==> src/rtl/pixel_write.sv <==
// rtl/pixel_write.sv - packs a raster pixel stream into 64-bit SRAM words with per-row partial-word flush.
// Optional PIXW_BORDER_ZERO_EN forces frame-border pixels to 0x00.
module pixel_write #(
  parameter int AW = 21,
  parameter int DW = 64,
  parameter int BW = 8
) (
  input  logic          pclk,
  input  logic          prst,
  input  logic          write_start,
  input  logic [AW-1:0] wr_base,
  input  logic [15:0]   frame_width,
  input  logic [15:0]   frame_height,
  input  logic [7:0]    pix_in,
  input  logic          pix_valid,
  output logic          pix_ready,
  output logic [AW-1:0] w_adr,
  output logic [BW-1:0] wen,
  output logic [DW-1:0] result,
  output logic          busy,
  output logic          write_finish
);

  typedef enum logic [1:0] {
    S_IDLE,
    S_RUN,
    S_FLUSH,
    S_DONE
  } state_t;

  state_t        state;
  logic [AW-1:0] base_r;
  logic [15:0]   width_r;
  logic [15:0]   height_r;
  logic [AW-1:0] wpr_r;
  logic [15:0]   col;
  logic [15:0]   row;
  logic [AW-1:0] row_base;
  logic [DW-1:0] pack;
  logic [BW-1:0] mask;

  logic [2:0]    lane;
  logic          last_col;
  logic          last_row;
  logic          emit;
  logic [7:0]    pix_byte;
  logic [DW-1:0] pack_next;
  logic [BW-1:0] mask_next;
  logic [13:0]   wpr_next;

  assign lane     = col[2:0];
  assign last_col = (col == width_r - 16'd1);
  assign last_row = (row == height_r - 16'd1);
  assign emit     = (lane == 3'd7) || last_col;
  // Words per row rounds up so a partial trailing word still gets its own address.
  assign wpr_next = 14'(({1'b0, frame_width} + 17'd7) >> 3);

`ifdef PIXW_BORDER_ZERO_EN
  always_comb begin
    pix_byte = pix_in;
    if (row == 16'd0 || last_row || col == 16'd0 || last_col)
      pix_byte = 8'h00;
  end
`else
  assign pix_byte = pix_in;
`endif

  always_comb begin
    pack_next = pack;
    mask_next = mask;
    pack_next[8*lane +: 8] = pix_byte;
    mask_next[lane]        = 1'b1;
  end

  always_ff @(posedge pclk or posedge prst) begin
    if (prst) begin
      state        <= S_IDLE;
      base_r       <= '0;
      width_r      <= '0;
      height_r     <= '0;
      wpr_r        <= '0;
      col          <= '0;
      row          <= '0;
      row_base     <= '0;
      pack         <= '0;
      mask         <= '0;
      pix_ready    <= 1'b0;
      w_adr        <= '0;
      wen          <= '0;
      result       <= '0;
      busy         <= 1'b0;
      write_finish <= 1'b0;
    end else begin
      wen          <= '0;
      write_finish <= 1'b0;
      case (state)
        S_IDLE: begin
          if (write_start) begin
            if (frame_width == 16'd0 || frame_height == 16'd0) begin
              state        <= S_DONE;
              write_finish <= 1'b1;
            end else begin
              base_r    <= wr_base;
              width_r   <= frame_width;
              height_r  <= frame_height;
              wpr_r     <= AW'(wpr_next);
              col       <= '0;
              row       <= '0;
              row_base  <= '0;
              pack      <= '0;
              mask      <= '0;
              pix_ready <= 1'b1;
              busy      <= 1'b1;
              state     <= S_RUN;
            end
          end
        end
        S_RUN: begin
          if (pix_valid && pix_ready) begin
            if (emit) begin
              wen    <= mask_next;
              result <= pack_next;
              w_adr  <= base_r + row_base + AW'(col[15:3]);
              pack   <= '0;
              mask   <= '0;
            end else begin
              pack <= pack_next;
              mask <= mask_next;
            end
            if (last_col) begin
              col      <= '0;
              row      <= row + 16'd1;
              row_base <= row_base + wpr_r;
              if (last_row) begin
                pix_ready <= 1'b0;
                state     <= S_FLUSH;
              end
            end else begin
              col <= col + 16'd1;
            end
          end
        end
        // Final word is on the write port during this cycle.
        S_FLUSH: begin
          busy         <= 1'b0;
          write_finish <= 1'b1;
          state        <= S_DONE;
        end
        S_DONE: begin
          state <= S_IDLE;
        end
        default: state <= S_IDLE;
      endcase
    end
  end

endmodule

==> config.mk <==
export PLATFORM = sky130hd
export DESIGN_NAME = pixel_write
export DESIGN_NICKNAME = d
export VERILOG_FILES = /design/src/rtl/pixel_write.sv
export SDC_FILE = /design/constraint.sdc
export NUM_CORES = 1
export LEC_CHECK = 0
export ABC_AREA = 1
export CAP_MARGIN = 20
export CORE_UTILIZATION = 42
export CTS_CLUSTER_DIAMETER = 60
export DETAILED_ROUTE_END_ITERATION = 10
export DONT_BUFFER_PORTS = 1
export PLACE_DENSITY = 0.66
export SYNTH_ARGS = -nofsm -noshare
export SYNTH_HDL_FRONTEND = slang
export SYNTH_SLANG_ARGS = --single-unit
==> constraint.sdc <==
create_clock -name pclk -period 12.3 [get_ports pclk]
set_input_delay 1.23 -clock pclk [delete_from_list [all_inputs] [get_ports pclk]]
set_output_delay 1.23 -clock pclk [all_outputs]
set_load 0.01 [all_outputs]
==> summary.md, run 1 <==
| Metric | Value |
|---|---|
| Outcome | completed |
| Slew of the pin with the lowest slew margin | 1.016 ns |
| Register area | 0.007257 mm² |
| Fill cells | 3,819 |
| Ant. Diodes | 0 |
| RSZ-0062 raised after global routing | no |
| EDFF count, synth | 0 |
| Initial core utilization | 43.03% |
| Row cnt | 72 |
| GRT Total Usage | approximately 23% |
| Min-Delay Path Class | reg -> reg |
| Power Total | 3.944 mW |
| Async SR Flop Fraction | 100.0% |
| Cell depth of the worst setup path | 15 |
| Worst skew pair latency | between 0.5 and 0.6 ns |
| Min-delay src | pack[9] |
| DRC violations left | 0 |
| Register bit total from synthesis | a little under 300 |
| Layout cells sized above 1 | 9.972% |
| Critical Path AT | between 4 and 5 ns |
| Net Switching | 1.631 mW |
| Core ar. | 0.03910 mm² |
| Startpoint Class | register |
| Logic gate share of total power | 37.3% |
| Sequential share of power | around 33% |
| Relative slew slack | 32.03% |
| Switching share of power | 41.36% |
| Crit path to | row_base[19] |
| Worst path max stage delay | 0.68 ns |
| Clock power share | 30.1% |
| Clock-pin transition on the worst setup and hold timing paths | 0.06 ns |
| Iter 0 DRT Violations | 1,049 |
| Critical Path RT | 12.69 ns |
| CP delay by family, top | buffers and inverters |
| Cts bufs inserted | 37 |
| Global-route wire length before repair | 73,310 µm |
| Hold Fails Final Rpt | 0 |
| Number of endpoints failing setup at the final stage | 0 |
| Slew Viols, Final | 0 |
| Post-route insts no fill | approximately 2,600 |
| Total routed wirelength | 45,760 µm |
| Vias in the first global route | between 10,000 and 15,000 |
| PostCTS Resize Cnt | 0 |
| CTS tree | built |
| Util after Layout | 47.22% |
| Worst r2r dst | row_base[19] |
| GR peak layer | met2 |
| Static Leak | about 8.7 nW |
| Synth area leader | dfrtp_1 |
| Met3 Resource Use GR | 4.160% |
| Distinct cell type count of the synthesized netlist | 49 |
| Largest net degree at the start of global routing | roughly 170 |
| H-tree Lvls | 2 |
| Cell Int Power | 2.313 mW |
| Slowest-stage cell, CP | inv_1 |
| Met1 Resource Use GR | a little under a third |
| Clk_skew | 0.01452 ns |
| Register area share after synthesis | 43.14% |
| Drt pass-1 iters | 5 |
| Area occupied by multi-input gates | between 0.008 and 0.009 mm² |
| Syn Nets | 2,259 |
| CTS Sinks | 290 |
| Antenna violations before repair | 0 |
| FF-to-FF path depth | 15 |
| Highest clock rate | 0.2414 GHz |
| Kind of critical path | reg -> reg |
| Vias | 14,040 |
| Post-synth top cells | nand2_1, dfrtp_1, o21ai_0, inv_1, nor2_1 |
| Final nets | approximately 2,200 |
| Synth top area share | 43.14% |
| Root buf cell | clkbuf_16 |
| Met2 Use GR | 35.71% |
| Height of the die | a little over 200 µm |
| Congestion Overflow GR | 0 |
| WHS Path Cells | 2 |
| Period utilisation layout | 33.68% |
| I/O pins | 161 |
| Internal reg-to-reg setup slack | 8.16 ns |
| Max-Cap Viols | 0 |
| Most common cell in the netlist | nand2_1 |
| Post-route ant nets | 0 |
| DR WL/cell | 17.31 µm |
| Avg Inst Size Synth | approximately 7.9 µm² |
| Die W | ~200 µm |
| VDD IR max | 159.8 µV |
| Crit. Startpoint | state[1] |
| Pwr Density | 213.6 mW/mm² |
| Prevailing post-synth register cell | dfrtp_1 |
| Top fanout value on the critical path | 93 |
| Placed Instances | 2,576 |
| Vias per cell | approximately 5.3 |
| Critical path endpoint category | register |
| Syn Std Cell Area | 0.01682 mm² |
| Layout area overhead | 9.743% |
| Min cycle time layout | a little over 4 ns |
| Critical R2R Launch | state[1] |
| Yosys warns | 0 |
| Post-synthesis cell count | about 2,100 |
| Setup TNS | 0 ns |
| Dpl hpwl | 33,580 µm |
| Hold_buf cts | 0 |
| Post CTS Setup Buffer Count | 0 |
| Crit path buffers/inverters | 8 |
| Port bufs | 0 |
| Area contributors post-synth | dfrtp_1, nand2_1, o21ai_0 |
| CTS max path bufs | 3 |
| Crit-path cells | inv_1 -> ha_1 -> buf_4 -> inv_1 -> nor2_4 -> inv_1 -> o21ai_0 -> nand3_2 -> buf_4 -> inv_2 -> nand2_1 -> buf_4 -> inv_2 -> nand2_1 -> o21ai_0 |
| Die ar. | roughly 0.041 mm² |
| GPL Wtd Cong | approximately 0.92 |
[worst min-delay path, cell delays in order, from the launching register on]
cell and delay [ns]:
dfrtp_1 0.34, nand2_1 0.05, o21ai_0 0.06
[area by class of cell]
type,instances,area share (%)
multi-input cells,1566,45.41
flip-flops and latches,290,39.31
clock buffers,48,5.686
inverters,193,3.971
well taps,518,3.510
clock inverters,19,1.599
repair buffers,10,0.5150
[through the flow]
| stage | area (µm²) | setup slack [ns] | hold slack, ns |
|---|---|---|---|
| floorplan | 16820 | 3.064 | 0.4479 |
| global placement | 17090 | 8.252 | 0.4627 |
| detailed placement | 17090 | 8.159 | 0.4704 |
| CTS | 18440 | 8.165 | 0.4849 |
| global route | 18460 | 7.752 | 0.4997 |
| finish | 18460 | 8.157 | 0.4855 |
[sequential cells by signal, indices dropped and copies added, names as in the netlist]
signal,count
wen,8
row,16
mask,8
w_adr,21
width_r,16
row_base,21
height_r,16
col,16
pack,64
result,64
state,2
write_finish,1
base_r,21
busy,1
pix_ready,1
wpr_r,14
[cell families (layout without fill, tap and decap cells)]
family	count (synthesis)	count (layout)	share of synthesized area [%]
fa+ha+maj	65	65	5.504
xor+xnor	84	84	4.373
simple gates	1017	1017	25.61
compound gates	400	400	14.23
buf+inv	273	270	7.147
flops	290	290	43.14
[power by group through the flow]
stage / combinational, mW / clock [mW] / sequential, mW
after floorplan: 1.14 / 0 / 1.23
final: 1.47 / 1.19 / 1.29
after global placement: 1.43 / 0 / 1.30
after global routing: 1.66 / 1.25 / 1.31
after CTS: 1.46 / 1.21 / 1.29
after detailed placement: 1.45 / 0 / 1.30
[layer usage]
metal	vias to the layer above	share of wire [%]
li1	6873	-
met1	6686	45
met2	414	46
met3	65	6.6
met4	0	2.2
met5	-	0
[worst min-delay path by stage]
stage                          end  slack [ns]
after floorplan           pack[10]        0.45
after global placement    pack[45]        0.46
after detailed placement   pack[8]        0.47
after CTS                  pack[8]        0.48
after global routing      pack[62]        0.50
final                      pack[9]        0.49
[cell usage in the layout, fill, tap and decap left out, drive strengths merged, types with 34 or more instances in the layout]
cell and count:
a21oi 65, dfrtp 290, clkbuf 48, nor2 183, ha 50, o21ai 257
or2 53, nand2 602, nand3 109, inv 193, o22ai 34, xor2 57
(Power assumes the default switching activity.)
==> inputs of run 2 (changes only) <==
==> constraint.sdc (replaced) <==
create_clock -name pclk -period 3.9 [get_ports pclk]
set_input_delay 0.39 -clock pclk [delete_from_list [all_inputs] [get_ports pclk]]
set_output_delay 0.39 -clock pclk [all_outputs]
set_load 0.01 [all_outputs]
==> summary.md, run 2 (synthesis results as in run 1) <==
| Metric | Value |
|---|---|
| Setup TNS | 0 ns |
| Relative slew slack | a little over a third |
| GRT Total Usage | about 23% |
| Number of endpoints failing setup at the final stage | 0 |
| Row cnt | 72 |
| Vias | 14,230 |
| H-tree Lvls | 2 |
| RSZ-0062 raised after global routing | no |
| Vias in the first global route | 13,760 |
| Antenna violations before repair | 0 |
| Dpl hpwl | 33,570 µm |
| Layout cells sized above 1 | 10.04% |
| VDD IR max | 605.4 µV |
| CTS tree | built |
| Clock-pin transition on the worst setup and hold timing paths | 0.06 ns |
| Slew of the pin with the lowest slew margin | 0.9754 ns |
| Congestion Overflow GR | 0 |
| Slew Viols, Final | 0 |
| Root buf cell | clkbuf_16 |
| Post-route insts no fill | 2,689 |
| Hold_buf cts | 39 |
| Port bufs | 0 |
| I/O pins | 161 |
| Clk_skew | 0.02565 ns |
| Total routed wirelength | 46,360 µm |
| Min cycle time layout | 3.208 ns |
| Cts bufs inserted | 38 |
| DR WL/cell | approximately 17 µm |
| PostCTS Resize Cnt | 0 |
| Commonest non-fill, non-tap cell in the layout | nand2_1 |
| Outcome | completed |
| Kind of critical path | reg -> reg |
| Post CTS Setup Buffer Count | 0 |
| Period utilisation layout | 82.25% |
| Largest net degree at the start of global routing | 93 |
| Post-route ant nets | 0 |
| Global-route wire length before repair | 74,910 µm |
| Max-Cap Viols | 0 |
| Critical path endpoint category | register |
| Placed Instances | about 2,600 |
| Critical Path AT | 3.59 ns |
| Pwr Density | between 600 and 700 mW/mm² |
| DRC violations left | 0 |
| Worst skew pair latency | 0.55 ns |
| Hold Fails Final Rpt | 0 |
| Layout area overhead | 11.80% |
| Initial core utilization | between 40% and 50% |
| Min-Delay Path Class | in -> reg |
| Top fanout value on the critical path | 16 |
| Startpoint Class | register |
| CTS max path bufs | 3 |
| Final nets | 2,278 |
| CTS Sinks | 290 |
| Critical Path RT | 4.28 ns |
| Most frequent cells in the layout | nand2_1, dfrtp_1, o21ai_0 |
| Iter 0 DRT Violations | 1,247 |
| Ant. Diodes | 0 |
| Static Leak | slightly below 9 nW |
| Die ar. | about 0.04 mm² |
| Highest clock rate | 0.3118 GHz |
| Height of the die | around 200 µm |
| Largest registers | pack (64), result (64) |
| Die W | 202.1 µm |
| Core ar. | 0.03910 mm² |
| GPL Wtd Cong | 0.8956 |
| Vias per cell | 5.291 |
| Drt pass-1 iters | 5 |
==> run 2: path summary, 6_finish.rpt <==
kind                        startpoint    endpoint  slack (ns)  depth (start not counted)
setup / recovery                col[0]     pack[0]        0.69                          9
max in group asynchronous         prst    pack[61]        2.48                          3
hold / removal             wr_base[20]  base_r[20]       0.007                          2
hold reg to reg             base_r[15]  base_r[15]        0.48                          2
min in group asynchronous         prst    pack[55]        0.38                          2
setup reg to reg                col[0]     pack[0]        0.69                          9
==> run 2: layout make-up <==
class / count / area, µm²
Fill cell: 3851 / 20290
Multi-Input combinational cell: 1566 / 8384
Sequential cell: 290 / 7257
Clock buffer: 50 / 1077
Inverter: 193 / 729.5
Tap cell: 518 / 648.1
Timing Repair Buffer: 59 / 590.6
Clock inverter: 13 / 122.6
==> run 2: through the flow <==
stage | power [mW] | util, % | setup WS, ns | hold slack (ns) | area (µm²)
2_1_floorplan | 7.481 | - | -0.3372 | 0.4479 | 16830
3_3_place_gp | 8.674 | 44.04 | 0.7897 | 0.3380 | 17220
3_5_place_dp | 8.734 | 44.04 | 0.7010 | 0.3412 | 17220
4_1_cts | 12.19 | 48.11 | 0.6772 | 0.002299 | 18810
5_1_grt | 12.98 | 48.11 | 0.3424 | 0.02275 | 18810
6_report | 12.12 | 48.11 | 0.6923 | 0.007481 | 18810
==> run 2: critical path: stages (launching register included) <==
cell,delay [ns]
dfrtp_1,0.58
clkinv_1,0.34
ha_1,0.29
ha_1,0.35
nor2_1,0.19
nand3_1,0.41
o21ai_0,0.56
nor2_1,0.11
nand3_1,0.11
o21ai_0,0.10
==> run 2: metal layers <==
layer | share of wire [%] | routed length (µm) | up-vias | track usage [%]
li1 | - | - | 6982 | -
met1 | 45 | 20890 | 6768 | 31.63
met2 | 46 | 21420 | 395 | 37.24
met3 | 6.3 | 2901 | 83 | 3.950
met4 | 2.5 | 1145 | 0 | 6.740
met5 | 0 | 0 | - | 0
==> run 2: power by group <==
part | leakage [nW] | internal [mW] | switching [mW]
Clock | 0.584 | 2.01 | 1.35
Combinational | 4.33 | 1.47 | 3.25
Sequential | 3.91 | 3.51 | 0.527
Total | 8.83 | 6.99 | 5.13
